==> src/rtl/pc_seq_pkg.sv <==
// Shared types and constants for the program-counter sequencer: run-control
// states, default widths and the absolute jump-target table.
package pc_seq_pkg;

    typedef enum logic [1:0] {
        IDLE = 2'd0,
        RUN  = 2'd1,
        DONE = 2'd2
    } state_t;

    localparam int PC_W_DEF    = 10;
    localparam int LUT_W_DEF   = 5;
    localparam int JMP_ENTRIES = 2 ** LUT_W_DEF;

    typedef logic [JMP_ENTRIES-1:0][PC_W_DEF-1:0] jmp_lut_t;

    // Entry i targets i*16; entry 3 is pulled in to 40 so a jump lands
    // on an address that is not a 16-word boundary.
    function automatic jmp_lut_t build_jmp_lut();
        jmp_lut_t lut;
        for (int i = 0; i < JMP_ENTRIES; i++) begin
            lut[i] = (i == 3) ? PC_W_DEF'(40) : PC_W_DEF'(i * 16);
        end
        return lut;
    endfunction

    localparam jmp_lut_t JMP_LUT = build_jmp_lut();

endpackage

==> src/rtl/jump_lut.sv <==
// Read-only combinational ROM mapping a decoder jump index to an absolute
// program address. Targets wider than PC_W are truncated.
module jump_lut
    import pc_seq_pkg::*;
#(
    parameter int PC_W  = PC_W_DEF,
    parameter int LUT_W = LUT_W_DEF
) (
    input  logic [LUT_W-1:0] idx,
    output logic [PC_W-1:0]  target
);

    // Table lookup; every index value has an entry.
    always_comb begin
        target = PC_W'(JMP_LUT[idx]);
    end

endmodule

==> src/rtl/pc_sequencer.sv <==
// Program-counter / next-PC stage: Start/Done run control, stall, halt,
// absolute jumps through a LUT, sticky overrun and a saturating cycle counter.
module pc_sequencer
    import pc_seq_pkg::*;
#(
    parameter int PC_W       = PC_W_DEF,
    parameter int LUT_W      = LUT_W_DEF,
    parameter int START_ADDR = 0,
    parameter int CNT_W      = 16
) (
    input  logic             Clk,
    input  logic             Reset_n,
    input  logic             Start,
    input  logic             Stall,
    input  logic             Branch,
    input  logic             Jen,
    input  logic [LUT_W-1:0] JmpIdx,
    input  logic             Halt,
    output logic [PC_W-1:0]  Prog_ctr,
    output logic             Busy,
    output logic             Done,
    output logic             Overrun,
    output logic [CNT_W-1:0] CycleCnt
);

    localparam logic [PC_W-1:0]  PC_START = PC_W'(START_ADDR);
    localparam logic [PC_W-1:0]  PC_LAST  = '1;
    localparam logic [CNT_W-1:0] CNT_MAX  = '1;

    state_t           state, state_nx;
    logic [PC_W-1:0]  pc, pc_nx, target;
    logic [CNT_W-1:0] cnt, cnt_nx;
    logic             ovr, ovr_nx;
    logic             busy_q, done_q;

    jump_lut #(
        .PC_W  (PC_W),
        .LUT_W (LUT_W)
    ) u_jump_lut (
        .idx    (JmpIdx),
        .target (target)
    );

    // State, PC, counter and registered Busy/Done decodes.
    always_ff @(posedge Clk or negedge Reset_n) begin
        if (!Reset_n) begin
            state  <= IDLE;
            pc     <= PC_START;
            cnt    <= '0;
            ovr    <= 1'b0;
            busy_q <= 1'b0;
            done_q <= 1'b0;
        end else begin
            // NOTE: non-blocking so every flop samples pre-edge values, whatever the statement order.
            state  <= state_nx;
            pc     <= pc_nx;
            cnt    <= cnt_nx;
            ovr    <= ovr_nx;
            busy_q <= (state_nx == RUN);
            done_q <= (state_nx == DONE);
        end
    end

    // Next-state / next-PC: Start overrides everything; otherwise only an
    // unstalled RUN cycle advances, with Halt > taken jump > overrun > PC+1.
    always_comb begin
        // NOTE: hold values assigned first so no path leaves a signal unassigned (no latches).
        state_nx = state;
        pc_nx    = pc;
        cnt_nx   = cnt;
        ovr_nx   = ovr;

        if (Start) begin
            state_nx = RUN;
            pc_nx    = PC_START;
            cnt_nx   = '0;
            ovr_nx   = 1'b0;
        end else if (state == RUN && !Stall) begin
            if (cnt != CNT_MAX) begin
                cnt_nx = cnt + 1'b1;
            end
            if (Halt) begin
                state_nx = DONE;
            end else if (Branch && Jen) begin
                pc_nx = target;
            end else if (pc == PC_LAST) begin
                ovr_nx   = 1'b1;
                state_nx = DONE;
            end else begin
                pc_nx = pc + 1'b1;
            end
        end
    end

    assign Prog_ctr = pc;
    assign Busy     = busy_q;
    assign Done     = done_q;
    assign Overrun  = ovr;
    assign CycleCnt = cnt;

endmodule

==> config.mk <==
export PLATFORM = sky130hd
export DESIGN_NAME = pc_sequencer
export DESIGN_NICKNAME = d
export VERILOG_FILES = /design/src/rtl/pc_seq_pkg.sv /design/src/rtl/jump_lut.sv /design/src/rtl/pc_sequencer.sv
export SDC_FILE = /design/constraint.sdc
export NUM_CORES = 1
export LEC_CHECK = 0
export ABC_AREA = 1
export CORE_UTILIZATION = 46
export CTS_CLUSTER_DIAMETER = 80
export DETAILED_ROUTE_END_ITERATION = 10
export GPL_TIMING_DRIVEN = 0
export HOLD_SLACK_MARGIN = 0.06
export PLACE_DENSITY = 0.76
export SLEW_MARGIN = 30
export SYNTH_ARGS = -nofsm -noshare
export SYNTH_HDL_FRONTEND = slang
export SYNTH_SLANG_ARGS = --single-unit
==> constraint.sdc <==
create_clock -name Clk -period 1.6 [get_ports Clk]
set_input_delay 0.24 -clock Clk [delete_from_list [all_inputs] [get_ports Clk]]
set_output_delay 0.24 -clock Clk [all_outputs]
set_load 0.005 [all_outputs]
==> summary.md, run 1 <==
| Metric | Value |
|---|---|
| DIE HEIGHT | `67.3 um` |
| Sink Count | `31` |
| Routed Antenna Nets | `0` |
| # rows | `23` |
| Layout net count | `356` |
| R2r setup slk | `0.05 ns` |
| Number of H-tree levels | `2` |
| Syn nets | `292` |
| Setup ws final | `0.0492 ns` |
| Crit path DAT | `1.76 ns` |
| Die area | `4520 um2` |
| DR pass1 iterations | `4` |
| Die Width | `67.3 um` |
| Via count | `2050` |
| Via density | `5.22` |
| Clk root buf | `clkbuf_8` |
| Total power | `2.17 mW` |
| Worst Hold Depth | `2` |
| Hold Path Sink | `Overrun` |
| Crit Reg-Reg Endpoint | `CycleCnt[10]` |
| Fin crit period | `1.55 ns` |
| FF+latch count, synth | `31` |
| Num CTS Buffers | `5` |
| Pre-CTS setup slack | `-0.314 ns` |
| Worst-Skew Late Latency | `0.28 ns` |
| Routed wire length | `5.08 mm` |
| HP Class | `in2reg` |
| Final setup viols | `0` |
| First-iteration detailed-routing DRC count | `154` |
| Critical path type | `reg2reg` |
| Global Route Usage Sum | `0.235` |
| Design Area, Final | `2790 um2` |
| Routability congestion estimate from global placement | `0.883` |
| Slew HR | `0.723` |
| Post-synth top area cell | `dfrtp_1` |
| Fillers | `342` |
| Area delta synth->final | `42.2%` |
| Critical Path RT | `1.81 ns` |
| Port Buf Inserts | `40` |
| Util after Layout | `0.687` |
| FF-to-FF Start | `CycleCnt[1]` |
| Final Hold Slack | `0.400 ns` |
| Max Cap Viol | `0` |
| Crit path from | `CycleCnt[1]` |
| Synthesis Warnings | `0` |
| Cell Area, Synth | `1960 um2` |
| Largest net degree at the start of global routing | `18` |
| Pwr Density | `779 nW/um2` |
| Share of layout cells above drive strength 1 | `0.187` |
| Dpl cell area | `2440 um2` |
| Startpoint class of the critical path | `flop` |
| Remaining Overflow, GRT | `0` |
| Cell variety after synth | `26` |
| Largest cells by area after synthesis | `dfrtp_1, nand2_1, nand3_1` |
| Placeable Area | `4060 um2` |
| IO Count | `41` |
| First-pass GRT wire length | `7.89 mm` |
| Setup crit end kind | `flop` |
| Deepest clock path buffer count | `2` |
| Drt wl/cell | `12.9 um` |
| Initial core utilization | `0.483` |
| Skew final | `0.0113 ns` |
| Maximum achievable frequency | `0.645 GHz` |
| Hold wc startpoint | `Start` |
| Mean post-synth cell area | `7.05 um2` |
| # DRC | `0` |
| Worst Tran Pin Value | `0.415 ns` |
| Vias in the first global route | `1755` |
| CTS tree | `built` |
| Seq/Total Area, Yosys | `0.396` |
| Antenna cells | `0` |
| Crit share post-route | `0.969` |
| Synth Instances | `278` |
| Leakage | `1.28 nW` |
| Commonest non-fill, non-tap cell in the layout | `nand2_1` |
| Worst r2r path cells | `10` |
| Synth top area share | `0.396` |
| Hold violation count in the final report | `0` |
| Status | `completed` |
| Hpwl dp | `3.51 mm` |
| Worst vdd ir | `0.578 mV` |
| Clock transition at path regs | `0.07 ns` |
| Max FO, Critical Path | `7` |
| Max-slew violations | `0` |
| Initial antenna violation count | `0` |
| Highest-count cells in the layout ignoring fill and taps | `nand2_1, clkdlybuf4s50_1, nand3_1` |
[cells by family (layout without fill, tap and decap cells)]
family / count (synthesis) / in the layout / share of synthesized area
and+or+nand+nor: 180 / 180 / 0.407
adders and majority gates: 2 / 2 / 0.0128
AOI/OAI and AO/OA: 27 / 27 / 0.0843
DFF: 31 / 31 / 0.396
xor gates and xnor gates: 5 / 5 / 0.0223
buffers and inverters: 33 / 98 / 0.0773
[per-stage QoR]
step                      instances  TNS (ns)
after detailed placement        369     -6.57
after CTS                       383  -0.00812
after global routing            393   -0.0198
final                           393         0
after global placement          368    -16.58
after floorplan                 278         0
[synth_stat cells]
cell	count
or2_2	5
o21ai_0	11
inv_2	1
nor2_1	30
a21oi_1	3
buf_8	1
xor2_1	5
clkbuf_1	2
nor2_4	1
o21bai_1	2
dfrtp_1	31
nor2_2	3
nand3_2	1
o21ai_1	4
o21a_1	1
nor3_1	3
nand4_1	4
nand3_1	34
nand2_4	2
nand3b_1	2
ha_1	2
buf_12	1
nand2_2	4
o21ai_2	6
nand2_1	91
inv_1	28
[cell type report]
class | instances | area, um2 | area share
tap | 50 | 62.6 | 0.0225
buffer | 4 | 45.0 | 0.0162
timing repair buffer | 57 | 581 | 0.208
clock buffer | 6 | 82.6 | 0.0296
clock inverter | 2 | 35.0 | 0.0126
sequential | 31 | 779 | 0.280
inverter | 29 | 109 | 0.0391
multi-input combinational | 214 | 1090 | 0.392
[flip-flops by register name, indices dropped and copies added (netlist names)]
register  count
CycleCnt     16
Prog_ctr     10
state         2
Busy          1
Done          1
Overrun       1
[worst max path at each step]
| stage | endpoint | slack (ns) | cells after the start |
|---|---|---|---|
| floorplan | CycleCnt[3] | 0.06 | 9 |
| global placement | CycleCnt[13] | -0.33 | 1 |
| detailed placement | Prog_ctr[4] | -0.31 | 7 |
| CTS | Prog_ctr[9] | -0.008 | 10 |
| global route | Prog_ctr[9] | -0.01 | 9 |
| finish | CycleCnt[10] | 0.05 | 10 |
[critical path, stage by stage, from the launching register on]
cell and delay [ns]:
dfrtp_1 0.39, ha_4 0.17, inv_1 0.08, nor2_4 0.10, nand2_2 0.08, nor2_4 0.09
nand3_2 0.09, nand2_4 0.18, clkbuf_16 0.18, nand2_1 0.06, o21ai_2 0.06
[report_power, final]
| group | total (mW) | switching [mW] | internal [mW] |
|---|---|---|---|
| Combinational | 0.486 | 0.225 | 0.260 |
| Sequential | 0.874 | 0.0410 | 0.833 |
| Clock | 0.811 | 0.308 | 0.504 |
| Total | 2.17 | 0.574 | 1.60 |
[metal layers]
layer / global-route usage / vias to the layer above / wire length [um] / part of all wire
met3: 0.0557 / 2 / 318 / 0.063
met5: 0 / - / 0 / 0
met1: 0.319 / 966 / 2340 / 0.46
li1: - / 1019 / - / -
met2: 0.366 / 63 / 2390 / 0.47
met4: 0.0745 / 0 / 35 / 0.0069
[repair_timing]
item | 4_1_cts | 5_1_grt
gates cloned | 0 | 1
hold endpoints to repair | 14 | 0
gates resized for setup | 7 | 16
hold buffers | 1 | 0
setup endpoints to repair | 29 | 30
pin swaps | 3 | 4
buffers inserted | 5 | 9
(Power assumes the default switching activity.)
==> run 2, diff against run 1 <==
CORE_UTILIZATION = 48   (was 46)
CTS_BUF_LIST = sky130_fd_sc_hd__clkbuf_8   (was unset)
PLACE_DENSITY = 0.79   (was 0.76)
==> run 2 against run 1 <==
  * Fmax down 0.97%
  * Clock power is essentially flat
  * Flip-flop and latch count stayed put
  * Hold slack got worse by 0.030 ns
  * Wire length down 2.1%
  * Sequential share of layout area rose by 0.20 points
  * Via count down 3.3%
  * Total power fell by 0.29%
  * Register-to-register slack is essentially flat
  * Critical path type is now reg2out
  * Critical endpoint is now CycleCnt[1]
==> summary.md, run 2 (synthesis results as in run 1) <==
| Metric | Value |
|---|---|
| Slew HR | `0.755` |
| Remaining Overflow, GRT | `0` |
| Design Area, Final | `2770 um2` |
| First-pass GRT wire length | `7.91 mm` |
| Final setup viols | `0` |
| Placeable Area | `3800 um2` |
| Worst vdd ir | `0.777 mV` |
| Hold violation count in the final report | `0` |
| Routed Antenna Nets | `0` |
| Crit share post-route | `0.979` |
| Routability congestion estimate from global placement | `0.946` |
| RSZ-0062 raised after global routing | `true` |
| Die Width | `65.9 um` |
| Largest net degree at the start of global routing | `22` |
| # rows | `22` |
| Commonest non-fill, non-tap cell in the layout | `nand2_1` |
| Vias in the first global route | `1738` |
| Hpwl dp | `3.29 mm` |
| Drt wl/cell | `12.8 um` |
| Highest-count cells in the layout ignoring fill and taps | `nand2_1, clkdlybuf4s50_1, nand3_1` |
| R2r setup slk | `0.06 ns` |
| Worst Tran Pin Value | `0.367 ns` |
| Worst-Skew Late Latency | `0.29 ns` |
| Max Cap Viol | `0` |
| DIE HEIGHT | `65.9 um` |
| Max reg flops | `16` |
| HP Class | `in2async` |
| Leakage | `1.26 nW` |
| Via count | `1982` |
| Critical Path RT | `1.36 ns` |
| Maximum achievable frequency | `0.639 GHz` |
| Max FO, Critical Path | `4` |
| Critical path's largest stage delay | `0.49 ns` |
| Worst r2r path cells | `10` |
| DR pass1 iterations | `4` |
| CP cell instances | `buf_4, clkdlybuf4s50_1` |
| Fin crit period | `1.57 ns` |
| Status | `completed` |
| Setup crit end kind | `output port` |
| Layout net count | `355` |
| Share of layout cells above drive strength 1 | `0.178` |
| Clk root buf | `clkbuf_8` |
| Critical path type | `reg2out` |
| Crit path from | `CycleCnt[1]` |
| # DRC | `0` |
| Crit Reg-Reg Endpoint | `CycleCnt[4]` |
| Fillers | `310` |
| Area delta synth->final | `41.2%` |
| Crit path DAT | `1.33 ns` |
| Max-slew violations | `0` |
| Sink Count | `31` |
| Startpoint class of the critical path | `flop` |
| Initial core utilization | `0.516` |
| Clock transition at path regs | `0.06 ns` |
| Slowest cell on crit path | `clkdlybuf4s50_1` |
| Die area | `4340 um2` |
| Port Buf Inserts | `40` |
| IO Count | `41` |
| Number of H-tree levels | `2` |
| Via density | `5.08` |
| Num CTS Buffers | `5` |
| TNS Setup | `0 ns` |
| Initial antenna violation count | `0` |
| Deepest clock path buffer count | `2` |
| First-iteration detailed-routing DRC count | `212` |
| Pwr Density | `783 nW/um2` |
| Antenna cells | `0` |
| Routed wire length | `4.97 mm` |
| Global Route Usage Sum | `0.243` |
| Worst Setup EP | `CycleCnt[1]` |
| FF-to-FF Start | `CycleCnt[1]` |
| Skew final | `0.00872 ns` |
| CTS tree | `built` |
| Dpl cell area | `2440 um2` |
==> run 2: per-layer routing <==
| metal | vias up | GRT usage | wire length, um |
|---|---|---|---|
| met4 | 0 | 0.0924 | 125 |
| met3 | 12 | 0.0638 | 243 |
| met1 | 902 | 0.333 | 2300 |
| li1 | 1008 | - | - |
| met5 | - | 0 | 0 |
| met2 | 60 | 0.362 | 2300 |
==> run 2: timing repair <==
action                     4_1_cts  5_1_grt
pin swaps                        2        5
hold buffers                     1        0
gates resized for setup          6       17
gates cloned                     1        1
hold endpoints to repair        10        0
setup buffers                    7        5
setup endpoints to repair       29       25
==> run 2: metrics by stage <==
step	hold slack (ns)	util	setup slack, ns	power [mW]	std cells
global route	0.412	0.728	-0.0179	2.26	390
CTS	0.383	0.700	0.00174	2.13	384
detailed placement	0.144	0.643	-0.304	1.26	367
global placement	0.494	0.637	-0.318	1.25	366
floorplan	-0.0556	-	0.0614	1.08	278
finish	0.370	0.728	0.0341	2.17	390
==> run 2: worst max-delay path, delay by kind of cell, from the launching register on <==
kind                   cells  cell delay [ns]
buffers and inverters      2             0.64
flip-flops                 1             0.40
==> run 2: worst min path at each step <==
stage	start	end	cells after the start
5_1_grt	Reset_n	CycleCnt[7]	2
6_report	Reset_n	CycleCnt[1]	2
3_5_place_dp	Reset_n	CycleCnt[1]	1
3_3_place_gp	Overrun	Overrun	2
2_1_floorplan	Reset_n	Busy	0
4_1_cts	Reset_n	CycleCnt[1]	2
==> run 2: cell type report <==
| cell class | count | area [um2] | share of cell area |
|---|---|---|---|
| Clock inverter | 2 | 35.0 | 0.0127 |
| Timing Repair Buffer | 55 | 554 | 0.200 |
| Sequential cell | 31 | 779 | 0.282 |
| Buffer | 4 | 45.0 | 0.0163 |
| Multi-Input combinational cell | 215 | 1100 | 0.398 |
| Inverter | 29 | 109 | 0.0393 |
| Tap cell | 48 | 60.1 | 0.0217 |
| Clock buffer | 6 | 82.6 | 0.0299 |
==> run 2: power breakdown <==
group	internal, mW	leakage (nW)	switching, mW
sequential	0.833	0.415	0.0413
clock	0.504	0.0612	0.305
combinational	0.255	0.780	0.228
total	1.59	1.26	0.574
==> run 3, diff against run 2 <==
CORE_MARGIN = 8   (was unset)
PLACE_DENSITY = 0.78   (was 0.79)
SYNTH_HIERARCHICAL = 1   (was unset)
==> run 3 against run 2 <==
  * Sequential share of layout area fell by 0.72 points
  * Synthesized cell count rose by 7.2%
  * Die area rose by 54%
  * Largest cell class unchanged
  * Critical path depth fell by 1
  * Hold slack got worse by 0.022 ns
  * Largest power group unchanged
  * Highest routed layer unchanged
  * Final area rose by 2.9%
  * Flip-flop and latch count did not move
  * Synthesized area rose by 6.3%
  * Global-route usage fell by 7.9 points
==> summary.md, run 3 <==
| Metric | Value |
|---|---|
| Async SR Flop Fraction | `1.00` |
| Routed length on met2 | `2.50 mm` |
| Pre-CTS setup slack | `-0.340 ns` |
| Reg area | `782 um2` |
| Met1 wire length | `2.34 mm` |
| Hpwl dp | `3.75 mm` |
| Commonest non-fill, non-tap cell in the layout | `nand2_1` |
| Initial core utilization | `0.489` |
| DIE HEIGHT | `81.9 um` |
| Util after Layout | `0.668` |
| Share of layout cells above drive strength 1 | `0.197` |
| Antenna cells | `0` |
| Worst path top cell family by delay | `buffers and inverters` |
| Via count | `2057` |
| CTS tree | `built` |
| Setup crit end kind | `output port` |
| Worst-Skew Late Latency | `0.28 ns` |
| Hold Path Sink | `Overrun` |
| DR pass1 iterations | `4` |
| Area delta synth->final | `36.7%` |
| Initial antenna violation count | `0` |
| Post-synth top area cell | `dfrtp_1` |
| Synthesis Warnings | `6` |
| Sink Count | `31` |
| Crit share post-route | `0.969` |
| Clock transition at path regs | `0.07 ns` |
| Pwr Density | `654 nW/um2` |
| R2r setup slk | `0.09 ns` |
| DR top layer | `met4` |
| Status | `completed` |
| Critical path type | `reg2out` |
| DP Cell Count | `394` |
| Drt wl/cell | `12.5 um` |
| Setup ws final | `0.0503 ns` |
| FF-to-FF Start | `CycleCnt[0]` |
| IO Count | `41` |
| Crit Reg-Reg Endpoint | `CycleCnt[2]` |
| WL met3 | `247 um` |
| Remaining Overflow, GRT | `0` |
| Max Cap Viol | `0` |
| Routed wire length | `5.17 mm` |
| FF+latch count, synth | `31` |
| Fillers | `383` |
| Global Route Usage Sum | `0.164` |
| Synth Flop Type | `dfrtp_1` |
| Critical Path RT | `1.36 ns` |
| Final setup viols | `0` |
| Critical path's largest stage delay | `0.56 ns` |
| Max FO, Critical Path | `7` |
| Clk root buf | `clkbuf_8` |
| Via density | `4.98` |
| Largest net degree at the start of global routing | `22` |
| Deepest clock path buffer count | `2` |
| Area of the multi-input gates | `1150 um2` |
| Die Width | `81.9 um` |
| Synth top cells by count | `nand2_1, nor2_1, dfrtp_1, nand3_1, inv_1` |
| Worst Hold Depth | `2` |
| Fin crit period | `1.55 ns` |
| CP cell instances | `clkdlybuf4s50_1` |
| Maximum achievable frequency | `0.645 GHz` |
| Hold violation count in the final report | `0` |
| # rows | `24` |
| Skew final | `0.00423 ns` |
| Slowest cell on crit path | `clkdlybuf4s50_1` |
| Cell Area, Synth | `2080 um2` |
| Startpoint class of the critical path | `flop` |
| Highest-count cells in the layout ignoring fill and taps | `nand2_1, clkdlybuf4s50_1, nor2_1` |
| Synth top area share | `0.372` |
| Routability congestion estimate from global placement | `0.843` |
| Top-count cell post-synth | `nand2_1` |
| Crit path DAT | `1.31 ns` |
| Placeable Area | `4260 um2` |
| Num CTS Buffers | `5` |
| Final std cells w/o fill | `413` |
| First-iteration detailed-routing DRC count | `125` |
| Mean post-synth cell area | `6.99 um2` |
| Routed Antenna Nets | `0` |
| Total power | `1.86 mW` |
| Seq/Total Area, Yosys | `0.372` |
| Synth Instances | `298` |
| Hold wc startpoint | `Start` |
| Layout net count | `375` |
| Die area | `6700 um2` |
| Buf/Inv on CP | `1` |
| Max-slew violations | `0` |
| Largest cells by area after synthesis | `dfrtp_1, nand2_1, nand3_1` |
| Cell variety after synth | `35` |
| Leakage | `1.32 nW` |
| First-pass GRT wire length | `8.60 mm` |
| HP Class | `in2reg` |
| Vias in the first global route | `1872` |
| Port Buf Inserts | `40` |
| Number of flops mapped to enable cells by yosys | `0` |
| # DRC | `0` |
| Max reg flops | `16` |
| Worst vdd ir | `0.467 mV` |
| Number of H-tree levels | `2` |
| Worst r2r path cells | `10` |
## run 3: cell count changes after synthesis, sizes merged, moves of 2 or more
cell / previous run / this run
nand3: 35 / 29
inv: 29 / 27
o21ai: 21 / 23
buf: 2 / 12
or2: 5 / 3
nand2: 97 / 107
nor2: 34 / 36
a21oi: 3 / 6
## run 3: worst max path at each step
stage,from,endpoint,cells after the start
2_1_floorplan,CycleCnt[0],CycleCnt[11],9
3_3_place_gp,Reset_n,Done,1
4_1_cts,CycleCnt[1],CycleCnt[2],10
5_1_grt,CycleCnt[2],CycleCnt[2],1
3_5_place_dp,Start,Done,6
6_report,CycleCnt[2],CycleCnt[2],1
## run 3: layout make-up
cell class              count  share of cell area
repair buffers             53               0.191
clock buffers               6              0.0290
well taps                  52              0.0228
flip-flops and latches     31               0.275
plain buffers              14              0.0400
multi-input cells         229               0.406
inverters                  27              0.0356
clock inverters             1             0.00176
## run 3: cell families (layout without fill, tap and decap cells)
family,Yosys count,count (layout),synth area share
and+or+nand+nor,183,183,0.381
buffers and inverters,41,101,0.102
muxes,1,1,0.00480
xor gates and xnor gates,5,5,0.0210
adders and majority gates,2,2,0.0120
DFF,31,31,0.372
other,1,4,0.00180
AOI/OAI and AO/OA,34,34,0.105
## run 3: repair_timing
item | CTS | global route
setup endpoints to repair | 29 | 28
hold buffers | 1 | 0
endpoints found under the hold margin | 10 | 0
gates resized for setup | 10 | 11
setup buffers | 5 | 6
cloned | 0 | 0
pin swaps | 1 | 1
## run 3: layer usage
metal	vias up	track usage
met5	-	0
met4	0	0.0579
met3	10	0.0438
met2	39	0.274
met1	937	0.197
li1	1071	-
## run 3: per-stage QoR
stage	TNS (ns)	instance area (um2)	hold WS, ns
6_report	0	2850	0.348
5_1_grt	-0.00114	2850	0.350
4_1_cts	0	2770	0.385
3_5_place_dp	-6.78	2580	0.152
3_3_place_gp	-16.63	2560	0.510
2_1_floorplan	0	2090	-0.0556
## run 3: where the power goes
part | leakage, nW | internal (mW) | switching [mW]
logic | 0.858 | 0.205 | 0.185
clock network | 0.0470 | 0.337 | 0.289
registers | 0.414 | 0.815 | 0.0305
total | 1.32 | 1.36 | 0.505
